==> src/rtl/fll_cfg_slave.sv <==
// fll_cfg_slave
// FLL-side responder of the 4-phase cfgreq/cfgack configuration bus.
// Holds the FLL register file (status, CFG1, CFG2, INTEG) and drives the
// decoded FLL core controls straight from those registers.
// Build option: define FLL_CFG_REQ_SYNC_EN to pass cfgreq through a 2-flop
// synchronizer before the FSM (adds two edges of request/release latency).
module fll_cfg_slave #(
    parameter logic [31:0] CFG1_RST  = 32'h4088_0001,
    parameter logic [31:0] CFG2_RST  = 32'h0000_0F20,
    parameter logic [31:0] INTEG_RST = 32'h0000_0000
) (
    input  logic        ref_clk,
    input  logic        rst_n,
    input  logic        cfgreq,
    input  logic        cfgweb,
    input  logic [1:0]  cfgad,
    input  logic [31:0] cfgd,
    output logic        cfgack,
    output logic [31:0] cfgq,
    input  logic        fll_lock,
    input  logic [15:0] dco_cnt,
    output logic        mode,
    output logic        lock_en,
    output logic [3:0]  loop_gain,
    output logic [9:0]  dco_in,
    output logic [15:0] mul_factor,
    output logic [3:0]  lock_tol,
    output logic [7:0]  lock_cnt,
    output logic [3:0]  unlock_cnt,
    output logic [31:0] integ_val,
    output logic        cfg_update,
    output logic        integ_load
);

    typedef enum logic [1:0] {
        ST_IDLE   = 2'd0,
        ST_ACCESS = 2'd1,
        ST_ACK    = 2'd2
    } state_t;

    state_t      state_reg;
    state_t      state_next;
    logic        req_i;
    logic        cfgack_reg;
    logic [31:0] cfgq_reg;
    logic [31:0] cfg1_reg;
    logic [15:0] cfg2_reg;
    logic [31:0] integ_reg;
    logic        cfg_update_reg;
    logic        integ_load_reg;
    logic [31:0] rd_data;

`ifdef FLL_CFG_REQ_SYNC_EN
    logic [1:0] req_sync_reg;

    // Two-stage synchronizer for the request coming from the control FSM
    always_ff @(posedge ref_clk) begin
        if (!rst_n) begin
            req_sync_reg <= 2'b00;
        end else begin
            req_sync_reg <= {req_sync_reg[0], cfgreq};
        end
    end

    assign req_i = req_sync_reg[1];
`else
    assign req_i = cfgreq;
`endif

    // Next-state logic: one ACCESS cycle, then hold ACK until request drops
    always_comb begin
        state_next = ST_IDLE;
        case (state_reg)
            ST_IDLE:   state_next = req_i ? ST_ACCESS : ST_IDLE;
            ST_ACCESS: state_next = ST_ACK;
            ST_ACK:    state_next = req_i ? ST_ACK : ST_IDLE;
            default:   state_next = ST_IDLE;
        endcase
    end

    // State register and registered acknowledge (rises on entry to ACK)
    always_ff @(posedge ref_clk) begin
        if (!rst_n) begin
            state_reg  <= ST_IDLE;
            cfgack_reg <= 1'b0;
        end else begin
            state_reg  <= state_next;
            cfgack_reg <= (state_next == ST_ACK);
        end
    end

    // Read mux; status word reflects the core inputs live during ACCESS
    always_comb begin
        rd_data = 32'h0;
        case (cfgad)
            2'd0: rd_data = {fll_lock, 15'b0, dco_cnt};
            2'd1: rd_data = cfg1_reg;
            2'd2: rd_data = {16'b0, cfg2_reg};
            2'd3: rd_data = integ_reg;
            default: rd_data = 32'h0;
        endcase
    end

    // Register file commit, read capture and update strobes at end of ACCESS
    always_ff @(posedge ref_clk) begin
        if (!rst_n) begin
            cfg1_reg       <= CFG1_RST;
            cfg2_reg       <= CFG2_RST[15:0];
            integ_reg      <= INTEG_RST;
            cfgq_reg       <= 32'h0;
            cfg_update_reg <= 1'b0;
            integ_load_reg <= 1'b0;
        end else begin
            cfg_update_reg <= 1'b0;
            integ_load_reg <= 1'b0;
            if (state_reg == ST_ACCESS) begin
                if (!cfgweb) begin
                    // Address 0 is the read-only status word: write is acked but dropped
                    case (cfgad)
                        2'd1: begin
                            cfg1_reg       <= cfgd;
                            cfg_update_reg <= 1'b1;
                        end
                        2'd2: begin
                            cfg2_reg       <= cfgd[15:0];
                            cfg_update_reg <= 1'b1;
                        end
                        2'd3: begin
                            integ_reg      <= cfgd;
                            integ_load_reg <= 1'b1;
                        end
                        default: ;
                    endcase
                end else begin
                    cfgq_reg <= rd_data;
                end
            end
        end
    end

    assign cfgack     = cfgack_reg;
    assign cfgq       = cfgq_reg;
    assign mode       = cfg1_reg[31];
    assign lock_en    = cfg1_reg[30];
    assign loop_gain  = cfg1_reg[29:26];
    assign dco_in     = cfg1_reg[25:16];
    assign mul_factor = cfg1_reg[15:0];
    assign lock_tol   = cfg2_reg[15:12];
    assign lock_cnt   = cfg2_reg[11:4];
    assign unlock_cnt = cfg2_reg[3:0];
    assign integ_val  = integ_reg;
    assign cfg_update = cfg_update_reg;
    assign integ_load = integ_load_reg;

endmodule

==> config.mk <==
export PLATFORM = sky130hd
export DESIGN_NAME = fll_cfg_slave
export DESIGN_NICKNAME = d
export VERILOG_FILES = /design/src/rtl/fll_cfg_slave.sv
export SDC_FILE = /design/constraint.sdc
export NUM_CORES = 1
export LEC_CHECK = 0
export CAP_MARGIN = 10
export CORE_MARGIN = 4
export CORE_UTILIZATION = 40
export CTS_CLUSTER_SIZE = 40
export DETAILED_ROUTE_END_ITERATION = 12
export PLACE_DENSITY = 0.74
export SETUP_SLACK_MARGIN = 0.2
export SLEW_MARGIN = 30
export SYNTH_ARGS = -nofsm -noshare
export SYNTH_HDL_FRONTEND = slang
export SYNTH_SLANG_ARGS = --single-unit
export TNS_END_PERCENT = 20
==> constraint.sdc <==
create_clock -name ref_clk -period 1.45 [get_ports ref_clk]
set_clock_uncertainty 0.05 [all_clocks]
set_input_delay 0.29 -clock ref_clk [delete_from_list [all_inputs] [get_ports ref_clk]]
set_output_delay 0.29 -clock ref_clk [all_outputs]
set_load 0.01 [all_outputs]
==> results.md, run 1 <==
* Status: finished, final reports clean
* Syn nets at 574
* First-pass DRT Iterations at 5
* Slew margin rel. at 64.9%
* XOR/XNOR Fraction of Synth Area at 0%
* Post-Synthesis Cells at between 500 and 600
* DR WL/cell at roughly 19 um
* Finished Core Util at a little over 70%
* Clock buffer count from CTS at 17
* Gr usage total at roughly a quarter
* Row count at 38
* Asr flop ratio synth at 0%
* Die area at 13,200 um^2
* Crit-path most repeated cell: buf_12
* Final Critical Period at approximately 1.4 ns
* Clk_lat worst skew at approximately 0.4 ns
* Maximum vdd ir drop at between 0.6 and 0.7 mV
* Area contributors post-synth: dfxtp_1 51%, nand3_1 11%, nand2_1 6.2%
* Initial antenna violation count at 0
* Fraction of layout instances using a drive strength above 1 at between 30% and 40%
* # diodes at 0
* FF+latch count, synth at about 120
* Initial Util at 41.5%
* Vias in the first global route at between 4k and 5k
* Fin nets at just under 800
* Mux cell area share after synthesis at around 1.1%
* Final Setup Violations at 0
* Post-synth EDFFs at 0
* Hold crit path type: primary input to register
* GP Congestion at approximately 0.8
* Post-DP HPWL at between 10,000 and 15,000 um
* Adder and majority gate portion of the synthesized area at ~1.4%
* CTS Sinks at approximately 120
* Register area share after synthesis at around half
* Crit Path Max Fanout at 7
* Clock transition at the registers of the reported paths at 0.05 ns
* Max Cap Viol at 0
* Critical Path, Cell by Cell: buf_6 -> nand4bb_4 -> buf_12 -> buf_12 -> nand3_1 -> o21ai_1
* Die Span X at between 100 and 150 um
* Syn Std Cell Area at 4560 um^2
* Final Cycle Share at 96.5%
* Yosys top cell area share at 51.4%
* Leakage at roughly 3.3 nW
* Final wirelength at 16,600 um
* H-tree Lvls at 4
* Critical path class: register to register
* Area Overhead vs Synth at 70.3%
* Cell with the most instances after synthesis: dfxtp_1
* Netlist cell types at 27
* RSZ-0062 raised after global routing: yes
* Setup crit end kind: register
* Yosys Warn Count at 0
* Pin count of the biggest net entering global routing at between 100 and 150
* Max Slew Vio Count at 0
* Post-route DRC at 0
* First-pass GRT wire length at 25,400 um
* Root buffer cell: clkbuf_16
* PD cells at 1040 nW/um^2
* Max clock buf depth at 2
* Top_reg_cell synth: dfxtp_1
* Number of hold violations in the final report at 0
* Largest area contributor in the netlist: dfxtp_1
* Core area at about 11,000 um^2
* Die Y at 115 um
* Fmax at between 700 and 800 MHz
* CP arrival at around 1.6 ns
* Iteration-0 DRC Markers at 270
* Total congestion overflow at 0
* Worst-Margin Slew at 0.526 ns
* IO buf count at 169
* Via-to-Cell Ratio at approximately 5.5
* Startpoint types: register
* Post-synthesis compound-gate area fraction at 18.9%
* Via Count at 4,806
* Slowest CP cell: dfxtp_4
* CTS tree: done
* Required time of the critical path at around 1.7 ns
* Post-DRT Antenna Nets at 0
* Synthesized area per cell at slightly below 9 um^2
* Largest stage delay, worst path at 0.36 ns
* Main combinational cell family by area after synthesis: simple AND/OR/NAND/NOR gates
* Simple-gate share of the synthesized area at around 22%
* I/O pin total at 170
* Most frequent cells after synthesis: 117 x dfxtp_1, 104 x nand3_1, 75 x nand2_1
* Hold slack final at between 0.2 and 0.3 ns
cell usage in the layout, fill, tap and decap left out, types with 3 or more instances in the layout:
cell	synthesis	final
nand3_1	104	80
o21ai_2	0	5
buf_6	0	14
clkdlybuf4s15_1	0	24
a22oi_2	0	10
clkbuf_2	0	9
dfxtp_2	0	52
clkbuf_1	25	3
nand2_1	75	71
mux2i_1	5	5
o2bb2ai_1	15	15
a22oi_1	31	21
clkdlybuf4s50_1	0	50
dfxtp_4	0	3
a21oi_1	17	8
o21ai_1	42	37
a32o_1	16	16
nand3_2	0	24
nand2b_1	17	16
buf_2	21	40
buf_12	0	15
dlygate4sd2_1	0	22
dfxtp_1	117	62
clkbuf_16	0	21
a21oi_2	0	9
clkinv_2	0	6
buf_4	0	37
clkdlybuf4s15_2	0	13
worst paths after layout:
path / from / end / slack, ns / cells past startpoint
max: state_reg[1] / cfg1_reg[8] / 0.05 / 6
min: rst_n / cfg1_reg[0] / 0.25 / 3
max reg2reg: state_reg[1] / cfg1_reg[8] / 0.05 / 6
min reg2reg: cfg1_reg[25] / cfg1_reg[25] / 0.40 / 2
critical path: cells and delay by family (launching register included):
family / cells / cell delay [ns]
AO/OA/AOI/OAI: 1 / 0.07
buffers and inverters: 3 / 0.46
AND/OR/NAND/NOR: 2 / 0.34
flip-flops: 1 / 0.36
stage by stage:
stage	std cells	instance area, um^2	power (mW)	worst slack [ns]	setup TNS (ns)
finish	868	7760	8.04	0.0503	0
global route	868	7760	8.31	0.00242	0
CTS	858	7500	8.05	0.0834	0
detailed placement	812	6860	4.07	-0.545	-55.10
global placement	812	6860	4.05	-0.512	-52.10
floorplan	514	4870	3.68	0.107	0
cell type report:
class	instances	area [um^2]
clock buffer	22	464
clock inverter	10	105
fill	822	3220
inverter	4	40.0
multi-input combinational	344	2330
sequential	117	2420
tap	140	175
timing repair buffer	231	2230
logic make-up after synthesis:
group / count (synthesis)
and+or+nand+nor: 207
AOI/OAI and AO/OA: 126
DFF: 117
buffers and inverters: 54
muxes: 5
adders and majority gates: 5
metal layers:
metal | vias to the layer above | GRT usage, % | wire, um
met4 | 0 | 6.89 | 281
met2 | 212 | 41.1 | 7890
li1 | 2263 | - | -
met5 | - | 0 | 0
met3 | 26 | 7.98 | 1670
met1 | 2305 | 29.9 | 6720
timing repair:
action	4_1_cts	5_1_grt
resized for setup	375	78
buffers inserted	12	5
hold buffers	0	0
pin swaps	2	22
endpoints found under the setup margin	229	199
gates cloned	2	5
where the power goes:
group,internal [mW],switching (mW)
Clock,2.60,1.40
Combinational,0.376,0.376
Sequential,3.26,0.0361
Note: power is estimated with default switching activity, not from simulation.
==> inputs of run 2 (changes only) <==
TNS_END_PERCENT = 30   (was 20)
==> run 2 against run 1 <==
Wire length is 0.68% higher. Flip-flop and latch count stayed put. Hold slack worse by 0.026 ns. Non-clock buffer count is 10 higher. Fmax is 3.4% higher. Highest routed layer unchanged.
==> results.md, run 2 (same netlist as run 1, synthesis figures left out) <==
* Status: finished, final reports clean
* Max clock buf depth at 2
* Required time of the critical path at 1.74 ns
* Area Overhead vs Synth at 69.2%
* Via Count at 4,863
* First-pass DRT Iterations at 5
* Leakage at ~3.3 nW
* Startpoint types: register
* Total congestion overflow at 0
* Post-route DRC at 0
* IO buf count at 169
* Maximum vdd ir drop at 0.676 mV
* Iteration-0 DRC Markers at just under 300
* Setup crit end kind: register
* Die Y at around 110 um
* CTS Hold Bufs at 0
* Post-DP HPWL at about 11,000 um
* Final Critical Period at about 1.4 ns
* Vias in the first global route at slightly below 5k
* Final Setup Violations at 0
* CTS tree: done
* Die Span X at 115 um
* Fraction of layout instances using a drive strength above 1 at 46.5%
* CP startpoint: state_reg[1]
* CTS Sinks at 117
* Setup_tns at 0 ns
* Core area at approximately 11,000 um^2
* PD cells at between 1000 and 1500 nW/um^2
* Final Cycle Share at 93.4%
* # diodes at 0
* Number of hold violations in the final report at 0
* Initial antenna violation count at 0
* Post-DRT Antenna Nets at 0
* Row count at 38
* Critical R2R Launch: state_reg[1]
* Slew margin rel. at 63.3%
* Hold crit path type: primary input to register
* Fin nets at 784
* Via-to-Cell Ratio at about 5.5
* Crit Path Max Fanout at 7
* Critical hold path startpoint: rst_n
* Die area at 13,200 um^2
* Max Cap Viol at 0
* Clock transition at the registers of the reported paths at around 0.06 ns
* Root buffer cell: clkbuf_16
* DR WL/cell at ~19 um
* Pin count of the biggest net entering global routing at 51
* Most common cell after layout, fill and taps aside: nand3_1
* RSZ-0062 raised after global routing: yes
* I/O pin total at 170
* First-pass GRT wire length at 25,700 um
* Critical path class: register to register
* Clock buffer count from CTS at 17
* H-tree Lvls at 4
* Finished Core Util at 70.2%
* Initial Util at between 40% and 50%
* Commonest cells after routing, fill and taps aside: 88 x nand3_1, 80 x dfxtp_2, 74 x nand2_1
* Clk_lat worst skew at ~0.4 ns
* GP Congestion at 0.838
* Final wirelength at approximately 17,000 um
* Fmax at 739 MHz
* CP arrival at approximately 1.7 ns
* Max Slew Vio Count at 0
* Worst-Margin Slew at about 0.55 ns
* Gr usage total at between 20% and 30%
run 2: per-stage QoR:
step                      worst slack [ns]  hold WS [ns]  instance area [um^2]  cells  total power [mW]
after floorplan                      0.107         0.317                  4880    514              3.68
final                               0.0964         0.228                  7710    877              8.24
after detailed placement            -0.632         0.395                  6830    808              4.06
after CTS                            0.105         0.219                  7650    871              8.23
after global placement              -0.589         0.396                  6830    808              4.05
after global routing                0.0514         0.230                  7710    877              8.50
run 2: layout make-up:
type	instances	area, um^2
fill	834	3270
sequential	117	2450
multi-input combinational	343	2300
timing repair buffer	241	2150
clock buffer	19	443
tap	140	175
clock inverter	13	148
inverter	4	40.0
run 2: critical path: stages, from the launching register on:
cell,delay [ns]
dfxtp_4,0.36
buf_6,0.12
nor4bb_4,0.39
buf_6,0.21
nand3_2,0.08
nand2_1,0.08
run 2: worst paths after layout:
| check | endpoint | slack [ns] | cells after the start |
|---|---|---|---|
| hold / removal | cfg2_reg[8] | 0.23 | 3 |
| setup reg to reg | cfg1_reg[17] | 0.1 | 5 |
| setup / recovery | cfg1_reg[17] | 0.1 | 5 |
| hold reg to reg | cfgq[18] | 0.40 | 1 |
run 2: power by group:
group | total (mW) | switching (mW) | leakage (nW) | internal [mW]
logic | 0.761 | 0.380 | 2.04 | 0.381
registers | 3.30 | 0.0369 | 0.978 | 3.26
clock network | 4.18 | 1.59 | 0.277 | 2.60
total | 8.24 | 2.00 | 3.30 | 6.24
run 2: per-layer routing:
layer	track usage [%]	share of wire [%]	vias up
met5	0	0	-
met4	7.59	1.7	0
met3	7.93	9.7	25
met2	42.3	49	247
met1	29.3	39	2309
li1	-	-	2282
run 2: timing repair:
| item | in CTS | in global routing |
|---|---|---|
| setup buffers | 28 | 4 |
| gates cloned | 3 | 2 |
| pin swaps | 8 | 8 |
| setup endpoints to repair | 229 | 195 |
| resized for setup | 471 | 72 |
